File: config.mk
export PLATFORM = sky130hd
export DESIGN_NAME = uart_rx_fifo
export DESIGN_NICKNAME = d
export VERILOG_FILES = /design/src/rtl/uart_pkg.sv /design/src/rtl/rx_fifo.sv /design/src/rtl/uart_rx_fifo.sv
export SDC_FILE = /design/constraint.sdc
export NUM_CORES = 1
export LEC_CHECK = 0
export ABC_AREA = 0
export ABC_CLOCK_PERIOD_IN_PS = 2800
export CORE_MARGIN = 3
export CORE_UTILIZATION = 57
export CTS_BUF_LIST = sky130_fd_sc_hd__clkbuf_4
export CTS_CLUSTER_DIAMETER = 120
export DETAILED_ROUTE_END_ITERATION = 10
export GPL_ROUTABILITY_DRIVEN = 0
export PLACE_DENSITY = 0.78
export SYNTH_ARGS = -nofsm -noshare
export SYNTH_HDL_FRONTEND = slang
export SYNTH_HIERARCHICAL = 1
export SYNTH_SLANG_ARGS = --single-unit
File: constraint.sdc
create_clock -name CLOCK_50 -period 2.8 [get_ports CLOCK_50]
set_input_delay 0.56 -clock CLOCK_50 [delete_from_list [all_inputs] [get_ports CLOCK_50]]
set_output_delay 0.56 -clock CLOCK_50 [all_outputs]
set_load 0.05 [all_outputs]
File: src/rtl/uart_pkg.sv
// Shared encodings for the oversampled UART receiver and its word FIFO.
package uart_pkg;

    typedef enum logic [2:0] {
        ST_IDLE,
        ST_START,
        ST_DATA,
        ST_PARITY,
        ST_STOP
    } rx_state_t;

    localparam int PARITY_NONE = 0;
    localparam int PARITY_EVEN = 1;
    localparam int PARITY_ODD  = 2;

endpackage

File: src/rtl/rx_fifo.sv
// Pointer-based word FIFO with a registered head word that holds its last value when empty.
module rx_fifo #(
    parameter int WIDTH = 10,
    parameter int DEPTH = 4
) (
    input  logic             clk,
    input  logic             reset,
    input  logic             push,
    input  logic [WIDTH-1:0] wdata,
    input  logic             pop,
    output logic [WIDTH-1:0] rdata,
    output logic             valid,
    output logic             drop
);

    localparam int AW = $clog2(DEPTH);

    logic [WIDTH-1:0] mem [DEPTH];
    logic [AW:0]      wr_ptr, rd_ptr, wr_nxt, rd_nxt;
    logic             empty, full, do_push, do_pop;

    always_comb begin
        empty   = (wr_ptr == rd_ptr);
        full    = (wr_ptr[AW] != rd_ptr[AW]) && (wr_ptr[AW-1:0] == rd_ptr[AW-1:0]);
        do_pop  = pop && !empty;
        // A pop frees the slot in the same cycle, so a push into a full FIFO still lands.
        do_push = push && (!full || do_pop);
        drop    = push && full && !do_pop;
        valid   = !empty;
        wr_nxt  = wr_ptr + (AW+1)'(do_push);
        rd_nxt  = rd_ptr + (AW+1)'(do_pop);
    end

    always_ff @(posedge clk or negedge reset) begin
        if (!reset) begin
            wr_ptr <= '0;
            rd_ptr <= '0;
            rdata  <= '0;
            for (int i = 0; i < DEPTH; i++) mem[i] <= '0;
        end else begin
            if (do_push) mem[wr_ptr[AW-1:0]] <= wdata;
            wr_ptr <= wr_nxt;
            rd_ptr <= rd_nxt;
            // Head register tracks the next read slot, taking the incoming word when it lands there.
            if (wr_nxt != rd_nxt)
                rdata <= (do_push && (wr_ptr[AW-1:0] == rd_nxt[AW-1:0])) ? wdata
                                                                        : mem[rd_nxt[AW-1:0]];
        end
    end

endmodule

File: src/rtl/uart_rx_fifo.sv
// Oversampling UART receiver: input sync, start-edge alignment, framing FSM and a word FIFO
// carrying {frame_err, parity_err, data} to a valid/ready consumer.
module uart_rx_fifo
    import uart_pkg::*;
#(
    parameter int CLK_DIV     = 300,
    parameter int OVERSAMPLE  = 16,
    parameter int DATA_BITS   = 8,
    parameter int PARITY      = 0,
    parameter int STOP_BITS   = 1,
    parameter int FIFO_DEPTH  = 4
) (
    input  logic                 CLOCK_50,
    input  logic                 reset,
    input  logic                 DataIn,
    input  logic                 DataReady,
    output logic [DATA_BITS-1:0] DataOut,
    output logic                 DataValid,
    output logic                 ParityErr,
    output logic                 FrameErr,
    output logic                 Overrun,
    output logic                 Busy
);

    localparam int DIV_W = (CLK_DIV > 1) ? $clog2(CLK_DIV) : 1;
    localparam int SC_W  = $clog2(OVERSAMPLE);
    localparam int BC_W  = $clog2(DATA_BITS);
    localparam int WW    = DATA_BITS + 2;

    rx_state_t            state;
    logic [1:0]           sync;
    logic                 line, prev;
    logic [DIV_W-1:0]     div;
    logic [SC_W-1:0]      sc;
    logic [BC_W-1:0]      bc;
    logic [DATA_BITS-1:0] shreg;
    logic                 perr, ferr;
    logic                 tick, sc_hit, sample, start_edge, last_stop, push, drop;
    logic [WW-1:0]        push_word, head;

    always_comb begin
        line       = sync[1];
        tick       = (div == DIV_W'(CLK_DIV - 1));
        sc_hit     = (state == ST_START) ? (sc == SC_W'(OVERSAMPLE / 2 - 1))
                                         : (sc == SC_W'(OVERSAMPLE - 1));
        sample     = tick && sc_hit && (state != ST_IDLE);
        start_edge = (state == ST_IDLE) && prev && !line;
        last_stop  = (bc == BC_W'(STOP_BITS - 1));
        push       = sample && (state == ST_STOP) && last_stop;
        // The final stop sample is folded in directly so the word is pushed on that same cycle.
        push_word  = {ferr | ~line, perr, shreg};
    end

    always_ff @(posedge CLOCK_50 or negedge reset) begin
        if (!reset) begin
            sync  <= 2'b11;
            prev  <= 1'b1;
            div   <= '0;
            sc    <= '0;
            bc    <= '0;
            shreg <= '0;
            perr  <= 1'b0;
            ferr  <= 1'b0;
            state <= ST_IDLE;
        end else begin
            sync <= {sync[0], DataIn};
            prev <= line;
            if (start_edge) begin
                // Restart the tick phase so bit centres line up with the falling edge.
                div   <= '0;
                sc    <= '0;
                bc    <= '0;
                perr  <= 1'b0;
                ferr  <= 1'b0;
                state <= ST_START;
            end else begin
                div <= tick ? '0 : div + DIV_W'(1);
                if (tick && state != ST_IDLE) sc <= sc_hit ? '0 : sc + SC_W'(1);
                if (sample) begin
                    case (state)
                        ST_START: begin
                            bc    <= '0;
                            state <= line ? ST_IDLE : ST_DATA;
                        end
                        ST_DATA: begin
                            shreg <= {line, shreg[DATA_BITS-1:1]};
                            if (bc == BC_W'(DATA_BITS - 1)) begin
                                bc    <= '0;
                                state <= (PARITY != PARITY_NONE) ? ST_PARITY : ST_STOP;
                            end else begin
                                bc <= bc + BC_W'(1);
                            end
                        end
                        ST_PARITY: begin
                            perr  <= (PARITY == PARITY_EVEN || PARITY == PARITY_ODD) &&
                                     (((^shreg) ^ line) != (PARITY == PARITY_ODD));
                            bc    <= '0;
                            state <= ST_STOP;
                        end
                        ST_STOP: begin
                            ferr <= ferr | ~line;
                            if (last_stop) begin
                                bc    <= '0;
                                state <= ST_IDLE;
                            end else begin
                                bc <= bc + BC_W'(1);
                            end
                        end
                        default: state <= ST_IDLE;
                    endcase
                end
            end
        end
    end

    rx_fifo #(
        .WIDTH (WW),
        .DEPTH (FIFO_DEPTH)
    ) u_fifo (
        .clk   (CLOCK_50),
        .reset (reset),
        .push  (push),
        .wdata (push_word),
        .pop   (DataReady),
        .rdata (head),
        .valid (DataValid),
        .drop  (drop)
    );

    // Sticky overrun: a new drop outranks the clearing pop.
    always_ff @(posedge CLOCK_50 or negedge reset) begin
        if (!reset)                      Overrun <= 1'b0;
        else if (drop)                   Overrun <= 1'b1;
        else if (DataValid && DataReady) Overrun <= 1'b0;
    end

    assign {FrameErr, ParityErr, DataOut} = head;
    assign Busy = (state != ST_IDLE);

endmodule
# Yosys cells after proc, flatten, opt, wreduce, memory -nomap -nowiden
# Index checks and enable logic that the tools add are counted.
# W data, S select, Z words.
totals:
  word_cells: 111
  reg_bits: 89
  output_inout_bits: 13
op_classes:
  n_eq_ne: 15
  magnitude_cmp: 3
  add_sub_neg: 5
  mux: 32
  n_reduce_logical: 34
  bitwise_logic: 5
op_table:
  columns: ["op", "n"]
  rows:
  - ["$bwmux W40", 1]
  - ["$mux W10", 4]
  - ["$mux W3", 8]
  - ["$bmux W10 S2", 1]
  - ["$demux W10 S2", 1]
  - ["$mux W9", 2]
  - ["$logic_and A1 B1 Y1", 14]
  - ["$mux W4", 3]
  - ["$pmux W3 S4", 1]
  - ["$reduce_bool A2 Y1", 5]
  - ["$add A9 B1 Y9 const B", 1]
  - ["$eq A9 B9 Y1 const B", 1]
  - ["$mux W1", 9]
  - ["$pmux W3 S3", 1]
  - ["$add A3 B1 Y3", 2]
  - ["$eq A3 B2 Y1 const B", 2]
  - ["$eq A3 B3 Y1 const B", 2]
  - ["$ge A3 B3 Y1 const B", 2]
  - ["$logic_not A3 Y1", 2]
  - ["$ne A3 B3 Y1 const B", 2]
  - ["$not A2 Y3", 2]
  - ["$reduce_and A2 Y1", 3]
  - ["$reduce_and A3 Y1", 2]
  - ["$add A4 B1 Y4 const B", 1]
  - ["17 further kinds", 22]

# Depth between registers and ports, before layout
logic_depth:
  ltp_word: 9
  mapped_depth: 16
  mapped_depth_nobuf: 14

# Cells and area by module
# The synthesis kept the hierarchy.
by_module_without_submodules:
  columns: ["mod", "area_per_inst_um2", "cells_per_inst", "n_inst"]
  rows:
  - ["rx_fifo", 2826.5, 255, 1]
  - ["uart_rx_fifo", 1632.8, 141, 1]

# Worst setup path after synthesis
# No wires, ideal clock.
synth_path:
  path_kind: "register -> register"
  from: "register div[0]"
  to: "register u_fifo.rdata[8]"
  arrival_ps: 2947
  path_slack_ps: -234
  setup_time_ps: 87
  path_stages_with_launch: 17
  t_required_ps: 2713
  cell_sequence: "dfrtp_1 > ha_1 > and4b_1 > and2_0 > buf_2 > nand3_1 > nor2_1 > o41ai_2 > inv_1 > ha_1 > ha_1 > xor2_1 > xor2_1 > and2_1 > a22o_1 > buf_4 > o211ai_1"
synth_between:
  elab_chain_len: 8
  word_cells_on_any_way: 10
synth_rtl:
  columns: ["item", "line", "text"]
  rows:
  - ["from (decl)", "uart_rx_fifo.sv:33", "logic [DIV_W-1:0] div;"]
  - ["from (signal assigned)", "uart_rx_fifo.sv:77", "div <= tick ? '0 : div + DIV_W'(1);"]
  - ["$eq A9 B9 Y1", "uart_rx_fifo.sv:43", "tick = (div == DIV_W'(CLK_DIV - 1));"]
  - ["$logic_and A1 B1 Y1 (2 in a row)", "uart_rx_fifo.sv:46", "sample = tick && sc_hit && (state != ST_IDLE);"]
  - ["$logic_and A1 B1 Y1 (2 in a row)", "uart_rx_fifo.sv:49", "push = sample && (state == ST_STOP) && last_stop;"]
  - ["net push", "uart_rx_fifo.sv:38", "logic tick, sc_hit, sample, start_edge, last_stop, push, drop;"]
  - ["$logic_and A1 B1 Y1", "rx_fifo.sv:27", "do_push = push && (!full || do_pop);"]
  - ["$add A3 B1 Y3", "rx_fifo.sv:30", "wr_nxt = wr_ptr + (AW+1)'(do_push);"]
  - ["net u_fifo.wr_nxt[2]", "rx_fifo.sv:19", "logic [AW:0] wr_ptr, rd_ptr, wr_nxt, rd_nxt;"]
  - ["$ne A3 B3 Y1", "rx_fifo.sv:45", "if (wr_nxt != rd_nxt)"]
  - ["to (signal assigned)", "rx_fifo.sv:46", "rdata <= (do_push && (wr_ptr[AW-1:0] == rd_nxt[AW-1:0])) ? wdata"]
  - ["to (decl)", "rx_fifo.sv:11", "output logic [WIDTH-1:0] rdata,"]
# The timed path passes the listed nets, and every way through them passes these cells.
# A chain may end at the register's enable or synchronous reset.

# Worst setup path after layout
layout_path:
  from: "register sc[1]"
  to: "register u_fifo.rdata[3]"
layout_between:
  elab_chain_len: 9
  word_cells_on_any_way: 12
layout_rtl:
  columns: ["item", "line", "text"]
  rows:
  - ["from (decl)", "uart_rx_fifo.sv:34", "logic [SC_W-1:0] sc;"]
  - ["from (signal assigned)", "uart_rx_fifo.sv:78", "if (tick && state != ST_IDLE) sc <= sc_hit ? '0 : sc + SC_W'(1);"]
  - ["$eq A4 B4 Y1 or $eq A4 B3 Y1 (tied branches)", "uart_rx_fifo.sv:45, uart_rx_fifo.sv:44", null]
  - ["$mux W1 (*)", "uart_rx_fifo.sv:44", "sc_hit = (state == ST_START) ? (sc == SC_W'(OVERSAMPLE / 2 - 1))"]
  - ["$logic_and A1 B1 Y1 (*) (2 in a row)", "uart_rx_fifo.sv:46", null]
  - ["$logic_and A1 B1 Y1 (*) (2 in a row)", "uart_rx_fifo.sv:49", null]
  - ["net push", "uart_rx_fifo.sv:38", null]
  - ["$logic_and A1 B1 Y1 (*)", "rx_fifo.sv:27", null]
  - ["$add A3 B1 Y3 (*)", "rx_fifo.sv:30", null]
  - ["net u_fifo.wr_nxt[2]", "rx_fifo.sv:19", null]
  - ["$ne A3 B3 Y1 (*)", "rx_fifo.sv:45", null]
# Mark *: on every way through the listed nets, which the timed path passes. The rest lies on a longest branch.

==> PnR_summary.wiki <==
{| class="wikitable"
! Metric !! Value
|-
| Max_slew headroom || 46.9%
|-
| Ranking of synthesized cells by area || dfrtp_1 48%, mux2_2 4.8%, mux4_2 4.5%
|-
| Number of clock buffers inserted by TritonCTS || 9
|-
| Final antenna-violating net count || 0
|-
| Setup repair after global routing missed its margin || true
|-
| Starting Density || 60.2%
|-
| Worst-case setup margin in the final layout || -0.0738 ns
|-
| Height of the die || 94.5 um
|-
| Total power || 2.58 mW
|-
| Ratio of total power to cell area || about 470 mW/mm^2
|-
| CTS clock-pin slew for the worst setup and hold paths || 0.14 ns
|-
| Max VDD drop || 0.373 mV
|-
| Share of the cycle needed by the critical path after routing || 103%
|-
| Most repeated cell in the gate-level netlist after synthesis || dfrtp_1
|-
| Leakage || 2.64 nW
|-
| Number of antenna violations at the first check in global routing || 0
|-
| Max Cap Viol || 0
|-
| Synth Warn # || 6
|-
| Reg2Reg Launch Point || sc[1]$_DFFE_PN0P_
|-
| Hold crit path type || input pin to async pin
|-
| Remaining design rule violation count || 0
|-
| Number of port buffers || 16
|-
| Count of endpoints failing setup in the final report || 10
|-
| Mean instance size in the synthesized netlist || 11.3 sq um
|-
| Post-synth design cell area || 0.00446 sq mm
|-
| Total vias in the final route || roughly 3200
|-
| Capturing point of the worst reg2reg path || u_fifo/rdata[3]$_DFFE_PN0P_
|-
| Count of state elements after synthesis || 88
|-
| Dominant cell type by area after synthesis || dfrtp_1
|-
| Asr flop ratio synth || 100%
|-
| Signal arrival time at the worst endpoint || 3.24 ns
|-
| Number of nets in the layout || 473
|-
| Final cell count without fillers || 565
|-
| Aggregate global routing overflow || 0
|-
| Count of cell types in the netlist || 64
|-
| Final WL || 9.44 mm
|-
| Number of instances in the synthesized netlist || approximately 400
|-
| CTS tree || built
|-
| Crit start category || flip-flop
|-
| Post-CTS Hold Fix Bufs || 0
|-
| Top cell types by occurrence after synthesis || 85 x dfrtp_1, 47 x inv_1, 40 x nand2_1
|-
| Classification of the worst setup path || flip-flop to flip-flop
|-
| Post-DR wirelength/cell || roughly 17 um
|-
| Hpwl dp || 6.21 mm
|-
| Failing checks || negative setup slack
|-
| Worst path required time || ~3.2 ns
|-
| Total count of max-transition violations in the final report || 0
|-
| Cell row count || 31
|-
| Post-synthesis to final-layout area growth || 21.8%
|-
| Number of global-route vias before repair || 3292
|-
| Boundary pin count || 17
|-
| Sequential share of the synthesized area || just under 50%
|-
| Die area || 0.00892 sq mm
|-
| Clock tree root buffer cell || clkbuf_4
|-
| Worst clock skew on the final layout || between 0.015 and 0.02 ns
|-
| R2r worst-path depth || 15
|-
| Post-route worst hold slack || ~0.089 ns
|-
| Share of the synthesized area in the top cell type || 47.7%
|-
| Number of diodes || 0
|-
| Endpoint kind of the worst setup timing path || flip-flop
|-
| Maximum frequency from static timing analysis || approximately 0.35 GHz
|-
| Largest fanout on the critical path || 5
|-
| Layout cells sized above 1 || a little under a third
|-
| Maximum clock path buffer count || 2
|-
| Least-Margin Pin Slew || 0.795 ns
|-
| Initial drt markers || around 240
|-
| Post-synth EDFFs || 0
|-
| Initial DRT Pass Iterations || 4
|-
| Number of sinks on the clock net || 88
|-
| Min Clock Period, post-route || 2.87 ns
|-
| Predominant post-synthesis flop cell || dfrtp_1
|-
| Register-to-register setup slack || -0.07 ns
|-
| First-pass GRT wire length || 15.7 mm
|-
| Outcome || finished, violations left
|-
| Floorplan core area || about 0.0074 sq mm
|-
| Floorplan die width || 94.5 um
|-
| Total routing usage reported by global routing || 22.8%
|-
| Clock H-tree levels || 3
|-
| Pin count of the biggest net entering global routing || 42
|-
| Number of failing hold endpoints at the final stage || 0
|-
| Worst-Skew Late Latency || 0.43 ns
|-
| Placed cells || 536
|-
| Number of vias per cell after detailed routing || 5.62
|}
## cells in the final DEF, fill, tap and decap left out, types with 4 or more instances in the layout
cell,n
buf_4,52
nand3_1,16
clkbuf_4,11
nor3_1,4
ha_1,4
nand3_4,4
mux4_2,9
xor2_1,7
o21ai_0,30
o211ai_2,9
xnor2_1,9
nor2_1,18
mux2_2,14
o2111ai_1,8
conb_1,5
clkdlybuf4s50_1,13
inv_1,46
mux2_4,6
dfrtp_1,85
nand2_1,39
## repair_timing
action / 4_1_cts / 5_1_grt
setup buffers: 10 / 2
gates resized for setup: 8 / 16
gates cloned: 0 / 1
setup endpoints to repair: 12 / 29
pin swaps: 6 / 6
## state kept, by name, indices dropped and copies added, names as in the netlist, named ones only
signal	cells
Overrun	1
bc	3
div	9
prev	1
sc	4
shreg	8
state	3
sync	2
u_fifo/mem	40
u_fifo/rd_ptr	3
u_fifo/rdata	10
u_fifo/wr_ptr	3
## layer usage
| metal | part of all wire [%] | GRT usage (%) | vias up |
|---|---|---|---|
| li1 | - | - | 1486 |
| met1 | 43 | 29.7 | 1623 |
| met2 | 52 | 38.3 | 59 |
| met3 | 4.0 | 5.34 | 10 |
| met4 | 1.1 | 6.85 | 0 |
| met5 | 0 | 0 | - |
## report_power, final
group          leakage (nW)  total (mW)  internal (mW)  switching [mW]
registers              1.05        1.36           1.32          0.0331
logic                  1.49       0.316          0.158           0.158
clock network         0.101       0.905          0.475           0.430
## final cells by class
type | instances | area [sq um]
Clock inverter | 5 | 104
Sequential cell | 88 | 2210
Inverter | 47 | 176
Multi-Input combinational cell | 245 | 2160
Clock buffer | 11 | 82.6
Timing Repair Buffer | 70 | 583
Tap cell | 99 | 124
Fill cell | 499 | 1980
## logic make-up after synthesis
logic type / synth area share, %
and+or+nand+nor: 13.0
AOI/OAI and AO/OA: 12.0
other: 0.0841
buffers and inverters: 6.68
muxes: 10.5
DFF: 49.5
xor gates and xnor gates: 6.06
adders and majority gates: 2.24
## through the flow
stage / worst slack (ns) / cell area [sq um] / setup TNS, ns / util, %
after floorplan: -0.0835 / 4540 / -0.437 / -
after global placement: -0.227 / 5030 / -2.12 / 67.9
after detailed placement: -0.309 / 5030 / -2.80 / 67.9
after CTS: -0.0833 / 5320 / -0.719 / 71.8
after global routing: -0.179 / 5430 / -1.52 / 73.3
final: -0.0738 / 5430 / -0.493 / 73.3
## how the worst max path moves through the flow
stage	from	end	slack (ns)	cells past startpoint
finish	sc[1]$_DFFE_PN0P_	u_fifo/rdata[3]$_DFFE_PN0P_	-0.07	15
global route	sc[1]$_DFFE_PN0P_	u_fifo/rdata[6]$_DFFE_PN0P_	-0.18	15
CTS	sc[0]$_DFFE_PN0P_	u_fifo/rdata[4]$_DFFE_PN0P_	-0.08	15
detailed placement	DataReady	u_fifo/rdata[1]$_DFFE_PN0P_	-0.31	10
global placement	DataReady	u_fifo/rdata[0]$_DFFE_PN0P_	-0.23	10
floorplan	state[2]$_DFFE_PN0P_	u_fifo/rdata[8]$_DFFE_PN0P_	-0.08	15
## worst max-delay path, cell delays in order (launching register included)
cell	delay (ns)
dfrtp_1	0.40
ha_2	0.20
and3_4	0.18
mux2_4	0.29
nand3_4	0.10
nor2_4	0.05
o41ai_4	0.06
inv_2	0.10
ha_4	0.18
ha_4	0.17
xor2_4	0.16
xor2_2	0.20
and2_4	0.17
a22o_4	0.26
buf_6	0.13
o211ai_2	0.15
(Power assumes the default switching activity.)
==> patch 1: new RTL, same settings <==
Register the output `FrameErr`, with the module's reset; this adds one clock of latency there. The other outputs are not delayed to match.
--- a/src/rtl/uart_rx_fifo.sv
+++ b/src/rtl/uart_rx_fifo.sv
@@ -27,4 +27,6 @@
     localparam int BC_W  = $clog2(DATA_BITS);
     localparam int WW    = DATA_BITS + 2;
+
+    logic FrameErr_d;
 
     rx_state_t            state;
@@ -135,6 +137,14 @@
     end
 
-    assign {FrameErr, ParityErr, DataOut} = head;
+    assign {FrameErr_d, ParityErr, DataOut} = head;
     assign Busy = (state != ST_IDLE);
 
+    always_ff @(posedge CLOCK_50 or negedge reset) begin
+        if (!reset) begin
+            FrameErr <= '0;
+        end else begin
+            FrameErr <= FrameErr_d;
+        end
+    end
+
 endmodule
Behaviour: no difference found for any inputs over 10 cycles, from zero or initial values and one cycle with reset low; that may be too few to reach the edited logic, so the function may still have changed.
==> patch 1 against the unedited design <==
Global-route usage increased by 1.3 points; the run still ends with negative setup slack left; routed wire length is 5.3% higher; total power shrank 11%; largest power group unchanged; utilization decreased by 0.88 points; sequential cell count up 1; non-clock buffer count fell by 2; area after synthesis is 0.14% higher; setup slack gained 15 ps; design area decreased by 1.2%.
==> patch 1: results (changes against the unedited design) <==
Placement
  – Post-DP HPWL: 6.62 mm (+6.6%)
  – DP Worst Slack: -336 ps (-26.8 ps)
  – DP Area: 0.00508 mm^2 (+0.87%)
  – Placed Cells: 547 (+2.1%)
  – Number of port buffers: 16 (unchanged)

Worst setup path
  – Crit-path slowest cell: dfrtp_1
  – Critical Path Fanout Max: 4 (-1)
  – Reg2Reg Depth: 15 (unchanged)
  – CP delay by family, top: adder cells
  – Peak per-stage delay on the critical path: 410 ps
  – WP data arrival: 3210 ps (-30 ps)
  – CP startpoint: sc[0]

Yosys
  – Distinct cells, synth: 57 (-11%)
  – Mapped Cells: 404 (+2.0%)
  – Seq/Total Area, Yosys: 0.500 (+0.00491)
  – Main flop type after synthesis: dfrtp_1
  – Asr flop ratio synth: 1.00 (unchanged)
  – Area contributors post-synth: dfrtp_1 48%, mux2_2 4.8%, mux4_2 4.5%
  – Synth top cells by count: 86 x dfrtp_1, 46 x inv_1, 46 x nand2_1
  – Syn. warnings: 6 (unchanged)

Detailed routing
  – Initial DRT Pass Iterations: 4 (unchanged)
  – Initial DRC count: 264 (+11%)
  – Post-route ant nets: 0 (unchanged)
  – WL final: 9.94 mm (+5.3%)
  – Via count: 3276 (+3.1%)
  – Via density: 5.73 (+1.8%)

CTS
  – Cts bufs inserted: 9 (unchanged)
  – Max Root-Sink Buffers: 2 (unchanged)
  – Worst-path clk slew: 150 ps
  – H-tree Lvls: 3 (unchanged)
  – Clk root buf: clkbuf_4
  – Clock latency on the worst-skew pair: 430 ps (about the same)

Power
  – Power Internal: 1.66 mW (-15%)
  – Static leakage: 2.59 nW (-2.1%)
  – Worst-case vdd ir drop: 0.000441 V (+18%)

GRT
  – Vias in the first global route: 3355 (+1.9%)
  – Initial antenna violation count: 0 (unchanged)
  – First-pass GRT wire length: 16.5 mm (+5.3%)
  – GRT Overall Usage: 0.241 (+0.0126)
  – Largest net degree at the start of global routing: 51 (+21%)

Finish
  – Nets@finish: 480 (+1.5%)
  – Largest regs: u_fifo/mem (40), u_fifo/rdata (10), div (9)
  – Final instance area: 0.00537 mm^2 (-1.2%)
  – Filler cells: 508 (+1.8%)
  – Diode count: 0 (unchanged)
  – Fraction of layout cells with a size suffix above 1: 0.313 (-0.00685)

STA
  – Clk_skew: 17.4 ps (+0.279 ps)
  – Setup-failing EPs final: 5 (-5)
  – Rel. slew slack: 0.565 (+0.0969)
  – Setup ws final: -58.4 ps (+15.4 ps)

Run status
  – Failing checks: negative setup slack
  – Status: finished, violations left

Worst hold path
  – Hold WC Path Type: in2async
-- patch 1: final timing paths --
check | slack (ps) | end
max in group asynchronous | 2010 | u_fifo/rdata[5]
worst min register to register | 360 | sync[1]
min in group CLOCK_50 | 360 | sync[1]
worst max register to register | -60 | u_fifo/rdata[8]
worst max-delay path | -60 | u_fifo/rdata[8]
worst min-delay path | 140 | u_fifo/rdata[9]
-- patch 1: worst register-to-register path, delay by kind of cell, from the launching register on --
family / cells / cell delay, ps
AO/OA/AOI/OAI: 3 / 500
XOR/XNOR: 2 / 340
adder cells (fa/ha/maj): 3 / 520
buffers and inverters: 2 / 220
flip-flops: 1 / 410
multiplexers: 1 / 290
AND/OR/NAND/NOR: 4 / 490
-- patch 1: power by group through the flow --
| stage | sequential [mW] | clock [mW] | combinational [mW] |
|---|---|---|---|
| floorplan | 1.39 | 0 | 0.123 |
| global placement | 1.37 | 0 | 0.277 |
| detailed placement | 1.38 | 0 | 0.284 |
| CTS | 1.36 | 0.665 | 0.294 |
| global route | 1.37 | 0.718 | 0.328 |
| finish | 1.36 | 0.646 | 0.291 |
-- patch 1: cell type report --
| type | count | share of cell area |
|---|---|---|
| Timing Repair Buffer | 68 | 0.108 |
| Tap cell | 99 | 0.0231 |
| Sequential cell | 89 | 0.416 |
| Clock buffer | 10 | 0.0140 |
| Multi-Input combinational cell | 254 | 0.399 |
| Clock inverter | 6 | 0.00816 |
| Inverter | 46 | 0.0322 |
-- patch 1: cells by family (layout without fill, tap and decap cells) --
logic type | count (synthesis) | in the layout | synth area share
compound gates | 69 | 69 | 0.115
xor+xnor | 20 | 20 | 0.0546
fa+ha+maj | 8 | 8 | 0.0224
buf+inv | 65 | 130 | 0.0597
flops | 89 | 89 | 0.500
mux | 33 | 33 | 0.109
other cells | 1 | 5 | 0.000840
simple gates | 119 | 119 | 0.139
-- patch 1: what timing repair did --
| item | in CTS | in global routing |
|---|---|---|
| pin swaps | 10 | 4 |
| resized for setup | 16 | 6 |
| hold buffers | 0 | 0 |
| endpoints found under the hold margin | 0 | 0 |
| buffers inserted | 7 | 2 |
| endpoints found under the setup margin | 10 | 10 |
-- patch 1: stage by stage --
stage               TNS, ps  power (mW)
floorplan             -2120        1.52
global placement      -1800        1.65
detailed placement    -2930        1.66
CTS                    -273        2.32
global route          -1480        2.41
finish                -99.0        2.30
-- patch 1: per-layer routing --
metal / global-route usage / vias to the layer above / wire length, um
li1: - / 1526 / -
met1: 0.329 / 1645 / 4280
met2: 0.390 / 81 / 4910
met3: 0.0375 / 24 / 473
met4: 0.0962 / 0 / 264
met5: 0 / - / 0
==> patch 2: new RTL, same settings <==
Made on the original files. Change the parameter `OVERSAMPLE` from 16 to 8.
--- a/src/rtl/uart_rx_fifo.sv
+++ b/src/rtl/uart_rx_fifo.sv
@@ -5,5 +5,5 @@
 #(
     parameter int CLK_DIV     = 300,
-    parameter int OVERSAMPLE  = 16,
+    parameter int OVERSAMPLE  = 8,
     parameter int DATA_BITS   = 8,
     parameter int PARITY      = 0,
Formal check against the unedited RTL: same outputs for any inputs over 10 cycles, from zero or initial values and one cycle with reset low; that may be too few to reach the edited logic, so the function may still have changed.
==> patch 2 against the unedited design <==
Die area down 1.3%; the flow still finishes with violations (negative setup slack); worst hold slack better by 47 ps; utilization down 1.6 points; design area down 2.7%; total power down 7.3%; non-clock buffer count down 6; setup slack worse by 70 ps; area after synthesis down 1.4%; sequential cell count down 1; routed wire length down 1.9%; critical path depth down 3.
==> patch 2: results (changes against the unedited design) <==
Detailed routing
  – Post-route ant nets: 0 (unchanged)
  – Initial DRC count: 224 (-5.9%)
  – WL final: 9.26 mm (-1.9%)
  – Via density: 5.59 (-0.55%)

Placement
  – Post-DP HPWL: 6.47 mm (+4.2%)
  – DP Worst Slack: -345 ps (-36.1 ps)

GRT
  – Largest net degree at the start of global routing: 52 (+24%)
  – First-pass GRT wire length: 15.4 mm (-1.9%)
  – Vias in the first global route: 3176 (-3.5%)
  – GRT Overall Usage: 0.227 (-0.00145)

CTS
  – Worst-path clk slew: about 150 ps

Finish
  – Nets@finish: 467 (-1.3%)
  – Clock-cell share of area: 0.0291 (-0.00520)
  – CLK BUF: 9 (-2)
  – Inverters: 46 (-2.1%)
  – Fraction of layout cells with a size suffix above 1: 0.302 (-0.0176)
  – Fraction of area in multi-input gates: 0.401 (+0.00389)
  – Non-clk buf share: 0.101 (-0.00626)
  – Non-clk bufs: 64 (-8.6%)
  – Seq/total area: 0.413 (+0.00675)
  – Filler cells: 515 (+3.2%)

Yosys
  – Synth top cells by count: 84 x dfrtp_1, 46 x inv_1, 43 x nand2_1
  – #FFs+latches synth: 87 (-1.1%)
  – Distinct cells, synth: 58 (-9.4%)
  – Asr flop ratio synth: 1.00 (unchanged)
  – Area contributors post-synth: dfrtp_1 48%, mux4_2 4.6%, inv_1 3.9%
  – Seq/Total Area, Yosys: 0.496 (+0.00149)

Power
  – Worst-case vdd ir drop: 0.000312 V (-16%)
  – Static leakage: 2.55 nW (-3.6%)

Floorplanning
  – Rows: 31 (unchanged)

Worst setup path
  – CP startpoint: state[1]
  – WP data arrival: 3270 ps (+30 ps)
  – Reg2Reg Depth: 12 (-3)
  – Worst r2r dst: u_fifo/rdata[4]

STA
  – Setup ws final: -144 ps (-70.3 ps)
  – Clk_skew: 16.6 ps (-0.499 ps)
  – Hold WS: 136 ps (+47.4 ps)
  – Setup-failing EPs final: 10 (unchanged)
  – Worst-margin pin slew: 653 ps (-142 ps)

Run status
  – Failing checks: negative setup slack
  – Status: finished, violations left
patch 2: changes by cell type in the layout (fill, tap and decap cells not counted), moves of 3 or more:
cell / change
mux2i_1: +3
nand2_1: +4
buf_4: -5
o21ai_0: +3
mux2_2: -4
nand3_1: +3
patch 2: metrics by stage:
| step | instance area [um^2] | TNS, ps | cells |
|---|---|---|---|
| floorplan | 4480 | -15.1 | 397 |
| global placement | 4990 | -2000 | 534 |
| detailed placement | 4990 | -2800 | 534 |
| CTS | 5190 | -922 | 554 |
| global route | 5290 | -2150 | 559 |
| finish | 5290 | -1020 | 559 |
patch 2: worst max-delay path, cell delays in order, from the launching register on:
cell       delay [ps]
dfrtp_2           450
nor3b_4           290
mux2i_4           310
nand3_4           110
nor2_4            130
o41ai_4           100
inv_2             100
ha_4              130
ha_4              190
xnor2_1           340
nand2_1           270
o2111ai_1         290
o211ai_2          120
patch 2: timing repair:
item	in CTS	in global routing
setup buffers	4	4
setup endpoints to repair	11	10
gates cloned	0	1
pin swaps	7	10
gates resized for setup	4	9
patch 2: cell families (layout without fill, tap and decap cells):
logic type | Yosys count | in the layout | synth area share
xor+xnor | 21 | 21 | 0.0575
compound gates | 64 | 64 | 0.108
other cells | 1 | 5 | 0.000853
buf+inv | 64 | 126 | 0.0598
mux | 33 | 33 | 0.119
fa+ha+maj | 8 | 8 | 0.0228
simple gates | 115 | 116 | 0.136
flops | 87 | 87 | 0.496
patch 2: power breakdown:
group          leakage [nW]  switching [mW]  internal [mW]
combinational          1.43           0.134          0.135
sequential             1.03          0.0360           1.31
clock                0.0814           0.482          0.295
patch 2: routing by layer:
metal | routed length, um | GRT usage | share of wire
met4 | 164 | 0.0866 | 0.018
met3 | 289 | 0.0337 | 0.031
met5 | 0 | 0 | 0
met1 | 3990 | 0.311 | 0.43
met2 | 4810 | 0.367 | 0.52
